===== src/rtl/picobus_pkg.sv =====
// Shared bus definitions for the picobus-style memory port: write-strobe
// encodings, word size, and the state encoding of the mem_dma_copy engine.
package picobus_pkg;

  localparam logic [3:0]  WSTRB_FULL = 4'b1111;
  localparam logic [3:0]  WSTRB_NONE = 4'b0000;
  localparam logic [31:0] WORD_BYTES = 32'd4;

  typedef enum logic [2:0] {
    ST_IDLE   = 3'd0,
    ST_RD_REQ = 3'd1,
    ST_RD_GAP = 3'd2,
    ST_WR_REQ = 3'd3,
    ST_WR_GAP = 3'd4,
    ST_FIN    = 3'd5
  } dma_state_t;

  // Force a byte address onto a 32-bit word boundary.
  function automatic logic [31:0] word_align(input logic [31:0] addr);
    return {addr[31:2], 2'b00};
  endfunction

endpackage


===== src/rtl/mem_dma_timeout.sv =====
// Wait counter for an outstanding bus request. Held at zero while clear is
// high; otherwise counts one per cycle and flags expire on the TIMEOUT-th
// cycle of waiting, so a request that never sees mem_ready stays valid for
// exactly TIMEOUT cycles.
module mem_dma_timeout #(
  parameter int TIMEOUT = 1024
) (
  input  logic clk,
  input  logic resetn,
  input  logic clear,
  output logic expire
);

  localparam int CNT_W = (TIMEOUT > 1) ? $clog2(TIMEOUT) : 1;
  localparam logic [CNT_W-1:0] CNT_LAST = CNT_W'(TIMEOUT - 1);

  logic [CNT_W-1:0] cnt_q;
  logic [CNT_W-1:0] cnt_d;

  // Next count: restart on clear, saturate once the limit is reached.
  always_comb begin
    cnt_d  = cnt_q;
    expire = 1'b0;
    if (clear) begin
      cnt_d = '0;
    end else if (cnt_q == CNT_LAST) begin
      expire = 1'b1;
    end else begin
      cnt_d = cnt_q + CNT_W'(1);
    end
  end

  // Counter register with synchronous active-low reset.
  always_ff @(posedge clk) begin
    if (!resetn) cnt_q <= '0;
    else         cnt_q <= cnt_d;
  end

endmodule


===== src/rtl/mem_dma_copy.sv =====
// Word-granular memory copy engine on a picobus-style request port.
// Each word is read from src and written to dst (two requests per word);
// every accepted request is followed by one idle gap cycle. A request left
// unanswered for TIMEOUT cycles is abandoned, the sticky error flag is set
// and the transfer finishes early.
//
// Optional feature: define MEM_DMA_FILL_EN to honour fill_mode, which writes
// the latched fill_data to every destination word without any reads. When
// the macro is absent fill_mode/fill_data are accepted but ignored.
module mem_dma_copy
  import picobus_pkg::*;
#(
  parameter int LEN_W   = 16,
  parameter int TIMEOUT = 1024
) (
  input  logic             clk,
  input  logic             resetn,
  input  logic             start,
  input  logic [31:0]      src_addr,
  input  logic [31:0]      dst_addr,
  input  logic [LEN_W-1:0] len,
  input  logic             fill_mode,
  input  logic [31:0]      fill_data,
  output logic             busy,
  output logic             done,
  output logic             error,
  output logic             mem_valid,
  output logic             mem_instr,
  output logic [31:0]      mem_addr,
  output logic [31:0]      mem_wdata,
  output logic [3:0]       mem_wstrb,
  input  logic             mem_ready,
  input  logic [31:0]      mem_rdata,
  output dma_state_t       dbg_state
);

  dma_state_t       state_q, state_d;
  logic [31:0]      src_q, src_d;
  logic [31:0]      dst_q, dst_d;
  logic [LEN_W-1:0] rem_q, rem_d;
  logic [31:0]      data_q, data_d;
  logic             fill_q, fill_d;
  logic             error_q, error_d;

  logic             tmo_clear;
  logic             tmo_expire;

`ifndef MEM_DMA_FILL_EN
  // Fill inputs have no function in the copy-only build.
  logic unused_fill;
  assign unused_fill = ^{fill_mode, fill_data};
`endif

  mem_dma_timeout #(
    .TIMEOUT (TIMEOUT)
  ) u_timeout (
    .clk    (clk),
    .resetn (resetn),
    .clear  (tmo_clear),
    .expire (tmo_expire)
  );

  assign busy      = (state_q != ST_IDLE);
  assign done      = (state_q == ST_FIN);
  assign error     = error_q;
  assign mem_instr = 1'b0;
  assign dbg_state = state_q;

  // Next-state, datapath updates and bus request decode.
  always_comb begin
    state_d   = state_q;
    src_d     = src_q;
    dst_d     = dst_q;
    rem_d     = rem_q;
    data_d    = data_q;
    fill_d    = fill_q;
    error_d   = error_q;
    mem_valid = 1'b0;
    mem_addr  = 32'd0;
    mem_wdata = 32'd0;
    mem_wstrb = WSTRB_NONE;
    tmo_clear = 1'b1;

    case (state_q)
      ST_IDLE: begin
        if (start) begin
          src_d   = word_align(src_addr);
          dst_d   = word_align(dst_addr);
          rem_d   = len;
          error_d = 1'b0;
`ifdef MEM_DMA_FILL_EN
          fill_d  = fill_mode;
          data_d  = fill_data;
`else
          fill_d  = 1'b0;
`endif
          if (len == '0)  state_d = ST_FIN;
          else if (fill_d) state_d = ST_WR_REQ;
          else             state_d = ST_RD_REQ;
        end
      end

      ST_RD_REQ: begin
        mem_valid = 1'b1;
        mem_addr  = src_q;
        mem_wstrb = WSTRB_NONE;
        tmo_clear = 1'b0;
        if (mem_ready) begin
          data_d  = mem_rdata;
          state_d = ST_RD_GAP;
        end else if (tmo_expire) begin
          error_d = 1'b1;
          state_d = ST_FIN;
        end
      end

      ST_RD_GAP: begin
        state_d = ST_WR_REQ;
      end

      ST_WR_REQ: begin
        mem_valid = 1'b1;
        mem_addr  = dst_q;
        mem_wdata = data_q;
        mem_wstrb = WSTRB_FULL;
        tmo_clear = 1'b0;
        if (mem_ready) begin
          src_d   = src_q + WORD_BYTES;
          dst_d   = dst_q + WORD_BYTES;
          rem_d   = rem_q - LEN_W'(1);
          state_d = ST_WR_GAP;
        end else if (tmo_expire) begin
          error_d = 1'b1;
          state_d = ST_FIN;
        end
      end

      ST_WR_GAP: begin
        if (rem_q == '0)  state_d = ST_FIN;
        else if (fill_q)  state_d = ST_WR_REQ;
        else              state_d = ST_RD_REQ;
      end

      ST_FIN: begin
        state_d = ST_IDLE;
      end

      default: begin
        state_d = ST_IDLE;
      end
    endcase
  end

  // State and datapath registers with synchronous active-low reset.
  always_ff @(posedge clk) begin
    if (!resetn) begin
      state_q <= ST_IDLE;
      src_q   <= 32'd0;
      dst_q   <= 32'd0;
      rem_q   <= '0;
      data_q  <= 32'd0;
      fill_q  <= 1'b0;
      error_q <= 1'b0;
    end else begin
      state_q <= state_d;
      src_q   <= src_d;
      dst_q   <= dst_d;
      rem_q   <= rem_d;
      data_q  <= data_d;
      fill_q  <= fill_d;
      error_q <= error_d;
    end
  end

endmodule


===== config.mk =====
export PLATFORM = sky130hd
export DESIGN_NAME = mem_dma_copy
export DESIGN_NICKNAME = d
export VERILOG_FILES = /design/src/rtl/picobus_pkg.sv /design/src/rtl/mem_dma_timeout.sv /design/src/rtl/mem_dma_copy.sv
export SDC_FILE = /design/constraint.sdc
export NUM_CORES = 1
export LEC_CHECK = 0
export ABC_AREA = 0
export CELL_PAD_IN_SITES_DETAIL_PLACEMENT = 2
export CELL_PAD_IN_SITES_GLOBAL_PLACEMENT = 2
export CORE_UTILIZATION = 23
export CTS_CLUSTER_SIZE = 14
export DETAILED_ROUTE_END_ITERATION = 7
export PLACE_DENSITY = 0.72
export SLEW_MARGIN = 20
export SYNTH_ARGS = -nofsm -noshare
export SYNTH_HDL_FRONTEND = slang
export SYNTH_SLANG_ARGS = --single-unit
export TNS_END_PERCENT = 50

===== constraint.sdc =====
create_clock -name clk -period 2.1 [get_ports clk]
set_input_delay 0.63 -clock clk [delete_from_list [all_inputs] [get_ports clk]]
set_output_delay 0.63 -clock clk [all_outputs]
set_load 0.1 [all_outputs]

Word-level counts from Yosys, hierarchy flattened
Index checks and enable logic that the tools add are counted.
W data, S select, Z words.
- register bits after elaboration: 126
- bits of input ports: 149
- output and inout bits: 76
- $add $sub $neg: 4
- equal/unequal tests: 10
- mux-type cells: 26
- reductions and logical operators: 11
- operator list (cell ; count):
    $pmux W32 S2 ; 3
    $mux W32 ; 5
    $add A32 B3 Y32 const B ; 2
    $logic_not A16 Y1 ; 2
    $mux W16 ; 2
    $pmux W16 S2 ; 1
    $mux W3 ; 6
    $sub A16 B1 Y16 const B ; 1
    $pmux W3 S5 ; 1
    $add A10 B1 Y10 const B ; 1
    $eq A10 B10 Y1 const B ; 1
    $eq A3 B2 Y1 const B ; 2
    $eq A3 B3 Y1 const B ; 2
    $mux W1 ; 6
    $ne A2 B2 Y1 const B ; 3
    $mux W4 ; 1
    $reduce_and A2 Y1 ; 2
    $reduce_and A4 Y1 ; 1
    $reduce_bool A2 Y1 ; 2
    $eq A3 B1 Y1 const B ; 1
    $logic_not A3 Y1 ; 1
    $reduce_and A3 Y1 ; 1
    $reduce_bool A3 Y1 ; 1
    $ne A2 B1 Y1 const B ; 1
    2 further kinds ; 2

Logic depth before layout (Yosys ltp)
- depth after elaboration: 6
- mapped depth: 9
- mapped depth without buffers: 7

Modules after synthesis
A second synthesis with hierarchy kept.
- cells, all modules: 980
- area, all modules: 7225.7 µm²
- modules (own cells, without submodules) (module ; instances ; cells an instance ; area an instance (µm²) ; sequential area each (µm²)):
    mem_dma_copy ; 1 ; 927 ; 6744.0 ; 2242.2
    mem_dma_timeout ; 1 ; 53 ; 481.7 ; 200.2

Worst setup path after synthesis
No wires, ideal clock.
- path type: reg-to-output
- start point: reg state_q[1], in the netlist dbg_state[1]
- end point: out mem_wdata[23]
- data arrival time: 3748 ps
- required time: 1470 ps
- setup slack: -2278 ps
- cell stages (with the launch flop): 7
- path buffers: 3
- path through: dfxtp_1 -> buf_2 -> nand3b_1 -> inv_1 -> clkbuf_1 -> clkbuf_1 -> and2_1
- cells in the longest elaborated chain, start to end: 2
- ends and longest elaborated chain (item ; line ; source):
    from (decl) ; mem_dma_copy.sv:37 ; dma_state_t state_q, state_d;
    from (signal assigned) ; mem_dma_copy.sv:165 ; state_q <= state_d;
    $eq A3 B2 Y1 ; mem_dma_copy.sv:84 ; case (state_q)
    $mux W32 ; mem_dma_copy.sv:84 ;
    to (decl) ; mem_dma_copy.sv:30 ; output logic [31:0] mem_wdata,
No other way between the ends.

Worst setup path after layout
- start point: reg state_q[1], in the netlist dbg_state[1]
- end point: out mem_wdata[17]
The elaborated chain is that of the path after synthesis.

==> results.md <==
* Ant. Diodes at 0
* Final setup fails at 71
* Via-per-instance ratio at about 5.3
* Clock tree buffer depth at 2
* Average cell area after synthesis at about 7.4 sq um
* Number of buffer and inverter instances along the worst setup path at 3
* # Max-Cap Violations at 0
* Summed area of non-filler cells in the final layout at ~12000 sq um
* Crit-path leading delay family: buffers and inverters
* Shortest clock period the worst path allows after layout at roughly 2.4 ns
* Number of cells traversed by the worst register-to-register path at 8
* Max transition margin at approximately 63%
* HP Class: flop to flop
* Highest achievable clock rate at between 0.4 and 0.5 GHz
* Number of global-route vias before repair at ~9200
* Fin worst setup slack at -0.263 ns
* Combinational share of power at approximately 28%
* Detailed-routing iteration count for the pre-antenna-repair pass at 5
* Area added between synthesis and finish at 68.6%
* Yosys warning count at 0
* Power density cells at ~630 nW/um^2
* Leading cell types by total area after synthesis: sky130_fd_sc_hd__dfxtp_1, sky130_fd_sc_hd__nand2_1, sky130_fd_sc_hd__a21oi_1
* Top fanout value on the critical path at 7
* Number of I/O pins at between 200 and 250
* Total DRC errors in the routed layout at 0
* Pin count of the biggest net entering global routing at 89
* Post-route clock period utilization at 113%
* Number of flops mapped to enable cells by yosys at 0
* Total track usage at between 20% and 30%
* Initial antenna violation count at 0
* Clock insertion delay at the later pin of the skew report at approximately 0.43 ns
* RSZ-0062 raised after global routing: true
* Largest vdd supply drop at between 0.4 and 0.5 mV
* DP Area at 11400 sq um
* CTS clock-pin slew for the worst setup and hold paths at ~0.06 ns
* H-tree depth reported by CTS at 4
* Avg WL per Cell at approximately 21 microns
* Sequential area share after synthesis at ~33%
* Most common cell in the netlist: sky130_fd_sc_hd__nand2_1
* Final Slew Violations at 0
* Result of the run: complete, but fails checks
* Leak at between 4 and 5 nW
* Site Rows at 65
* Core Box Area at approximately 32000 sq um
* Transition time at the pin with the least slew margin at roughly 0.55 ns
* Die W at ~180 microns
* Root buffer selected by CTS: sky130_fd_sc_hd__clkbuf_16
* TritonCTS clock tree: yes
* Library cell with the largest summed area after synthesis: sky130_fd_sc_hd__dfxtp_1
* Starting utilization of the core area at a little under a quarter
* Share of power burned in the clock network at a little under two fifths
* Final antenna-violating net count at 0
* Fin Clk Skew at about 0.020 ns
* Worst path arrival time at around 1.7 ns
* Category of the worst setup path launch point: flop
* Number of I/O port buffers at between 150 and 200
* Number of DRC violations after detailed-routing iteration 0 at 370
* Final Hold Viols at 0
* Filler cell count in the final layout at between 3000 and 4000
* Count of different cell masters after synthesis at between 70 and 80
* Die span in y at around 180 microns
* Number of synthesized register bits at 122
* Ratio of cells with drive above 1 in the final layout at around 29%
* Half-perimeter wire length of the detailed placement result at about 24 mm
* Violated checks: setup timing
* Primary FF master, synth: sky130_fd_sc_hd__dfxtp_1
* Overall power after layout at about 8 mW
* Total Nets Final at roughly 1400
* Critical Path Sink Type: primary output
* Stages on the worst setup path at 5
* Wirelength, routed at ~35 mm
* Post-synth ARST share at 0%
* Worst Path Class, Setup: flop to primary output
* Ordered cell list for the critical path: nand3b_1 > clkinv_4 > clkbuf_16 > and2_4 > buf_12
* CTS buffer count at 17
* Net switching power figure at roughly 2.7 mW
* Cell Int Power at 5.15 mW
* GR Overflow Total at 0
* Total vias in the final route at slightly below 9000
* Net switching fraction of the power at a little over a third
* Num Clock Sinks at roughly 120
* Cells on Worst Hold Path at 2
* Placer Congestion at between 0.8 and 0.9
* Hold-fix buffer count after cts at 0
* Die Footprint at 32800 sq um
* Delay of the slowest cell on the worst path at around 0.46 ns
* Leading post-synthesis cells by instance count: sky130_fd_sc_hd__nand2_1, sky130_fd_sc_hd__dfxtp_1, sky130_fd_sc_hd__nor2_1
* Crit path max-delay cell type: sky130_fd_sc_hd__dfxtp_4
* Global-route wire length before repair at approximately 53 mm
* Post-synth top area share at between 30% and 40%
* Sequential share of power at around 34%
* WP data required at roughly 1.5 ns
* Gate count after technology mapping at 1000
* Post-synthesis cell area at between 7000 and 8000 sq um
==> repair_timing <==
action,in CTS,in global routing
buffers inserted,9,3
pin swaps,10,11
cloned,1,1
resized for setup,30,39
setup endpoints to repair,74,109
==> worst paths after layout <==
check,from,slack (ns),endpoint
worst max-delay path,dbg_state[1],-0.26,mem_wdata[17]
worst min-delay path,data_q[16],0.46,data_q[16]
worst max register to register,dbg_state[1],-0.06,src_q[23]
worst min register to register,data_q[16],0.46,data_q[16]
==> final cells by class <==
cell class / count / area [sq um] / share of cell area (%)
inverters: 16 / 68.8 / 0.554
clock buffers: 18 / 439 / 3.53
multi-input cells: 777 / 5040 / 40.5
repair buffers: 304 / 3790 / 30.5
clock inverters: 14 / 138 / 1.11
flip-flops and latches: 122 / 2450 / 19.7
well taps: 402 / 503 / 4.05
==> kinds of logic after synthesis <==
kind of cell               Yosys count  share of synthesized area (%)
buffers and inverters              103                           5.99
other                                1                         0.0509
muxes                               38                           5.19
and+or+nand+nor                    472                           32.5
DFF                                122                           33.1
AOI/OAI and AO/OA                  253                           21.6
adders and majority gates            5                          0.848
xor gates and xnor gates             6                          0.713
==> registers in the layout (all words and copies together) (netlist names) <==
register,cells
u_timeout.cnt_q,10
error,1
data_q,32
dbg_state,3
rem_q,16
src_q,30
dst_q,30
==> metal layers <==
| metal | global-route usage (%) | up-vias | wire, microns |
|---|---|---|---|
| met5 | 0 | - | 0 |
| met4 | 5.63 | 0 | 706 |
| met3 | 2.76 | 40 | 900 |
| met2 | 35.3 | 182 | 17100 |
| met1 | 27.2 | 4373 | 15800 |
| li1 | - | 4089 | - |
==> cell usage in the layout, fill, tap and decap left out, drive strengths merged, types with 7 or more instances in the layout <==
| cell type | n |
|---|---|
| a21oi | 91 |
| mux2i | 36 |
| nor2 | 112 |
| nand4 | 34 |
| clkdlybuf4s50 | 110 |
| a311oi | 10 |
| dfxtp | 122 |
| o21ai | 59 |
| or3 | 10 |
| nand2 | 136 |
| clkbuf | 19 |
| buf | 192 |
| nor4 | 20 |
| and2 | 47 |
| nor3 | 30 |
| nand3 | 38 |
| inv | 20 |
| o22ai | 8 |
| a31oi | 12 |
| and3 | 17 |
| o31a | 8 |
| a22oi | 7 |
| a211oi | 9 |
==> power groups by stage <==
stage | Sequential [mW] | Combinational [mW] | Clock, mW
global route | 2.73 | 2.39 | 3.12
detailed placement | 2.74 | 2.11 | 0
global placement | 2.72 | 2.07 | 0
finish | 2.71 | 2.24 | 2.94
floorplan | 2.69 | 1.19 | 0
CTS | 2.70 | 2.20 | 3.03
==> tightest hold or removal path: cells and delay by family (launching register included) <==
kind,cells,cell delay [ns]
AND/OR/NAND/NOR,1,0.05
flip-flops,1,0.31
AO/OA/AOI/OAI,1,0.05
==> through the flow <==
stage	setup TNS [ns]	cells	setup WS, ns	utilization [%]	hold slack (ns)
floorplan	-15.83	1002	-0.280	-	0.437
global placement	-28.21	1607	-0.433	36.2	0.442
detailed placement	-30.36	1607	-0.494	36.2	0.449
CTS	-14.87	1649	-0.265	38.8	0.459
global route	-18.56	1653	-0.322	39.4	0.488
finish	-14.19	1653	-0.263	39.4	0.459
Power figures use the tool's default switching activity.
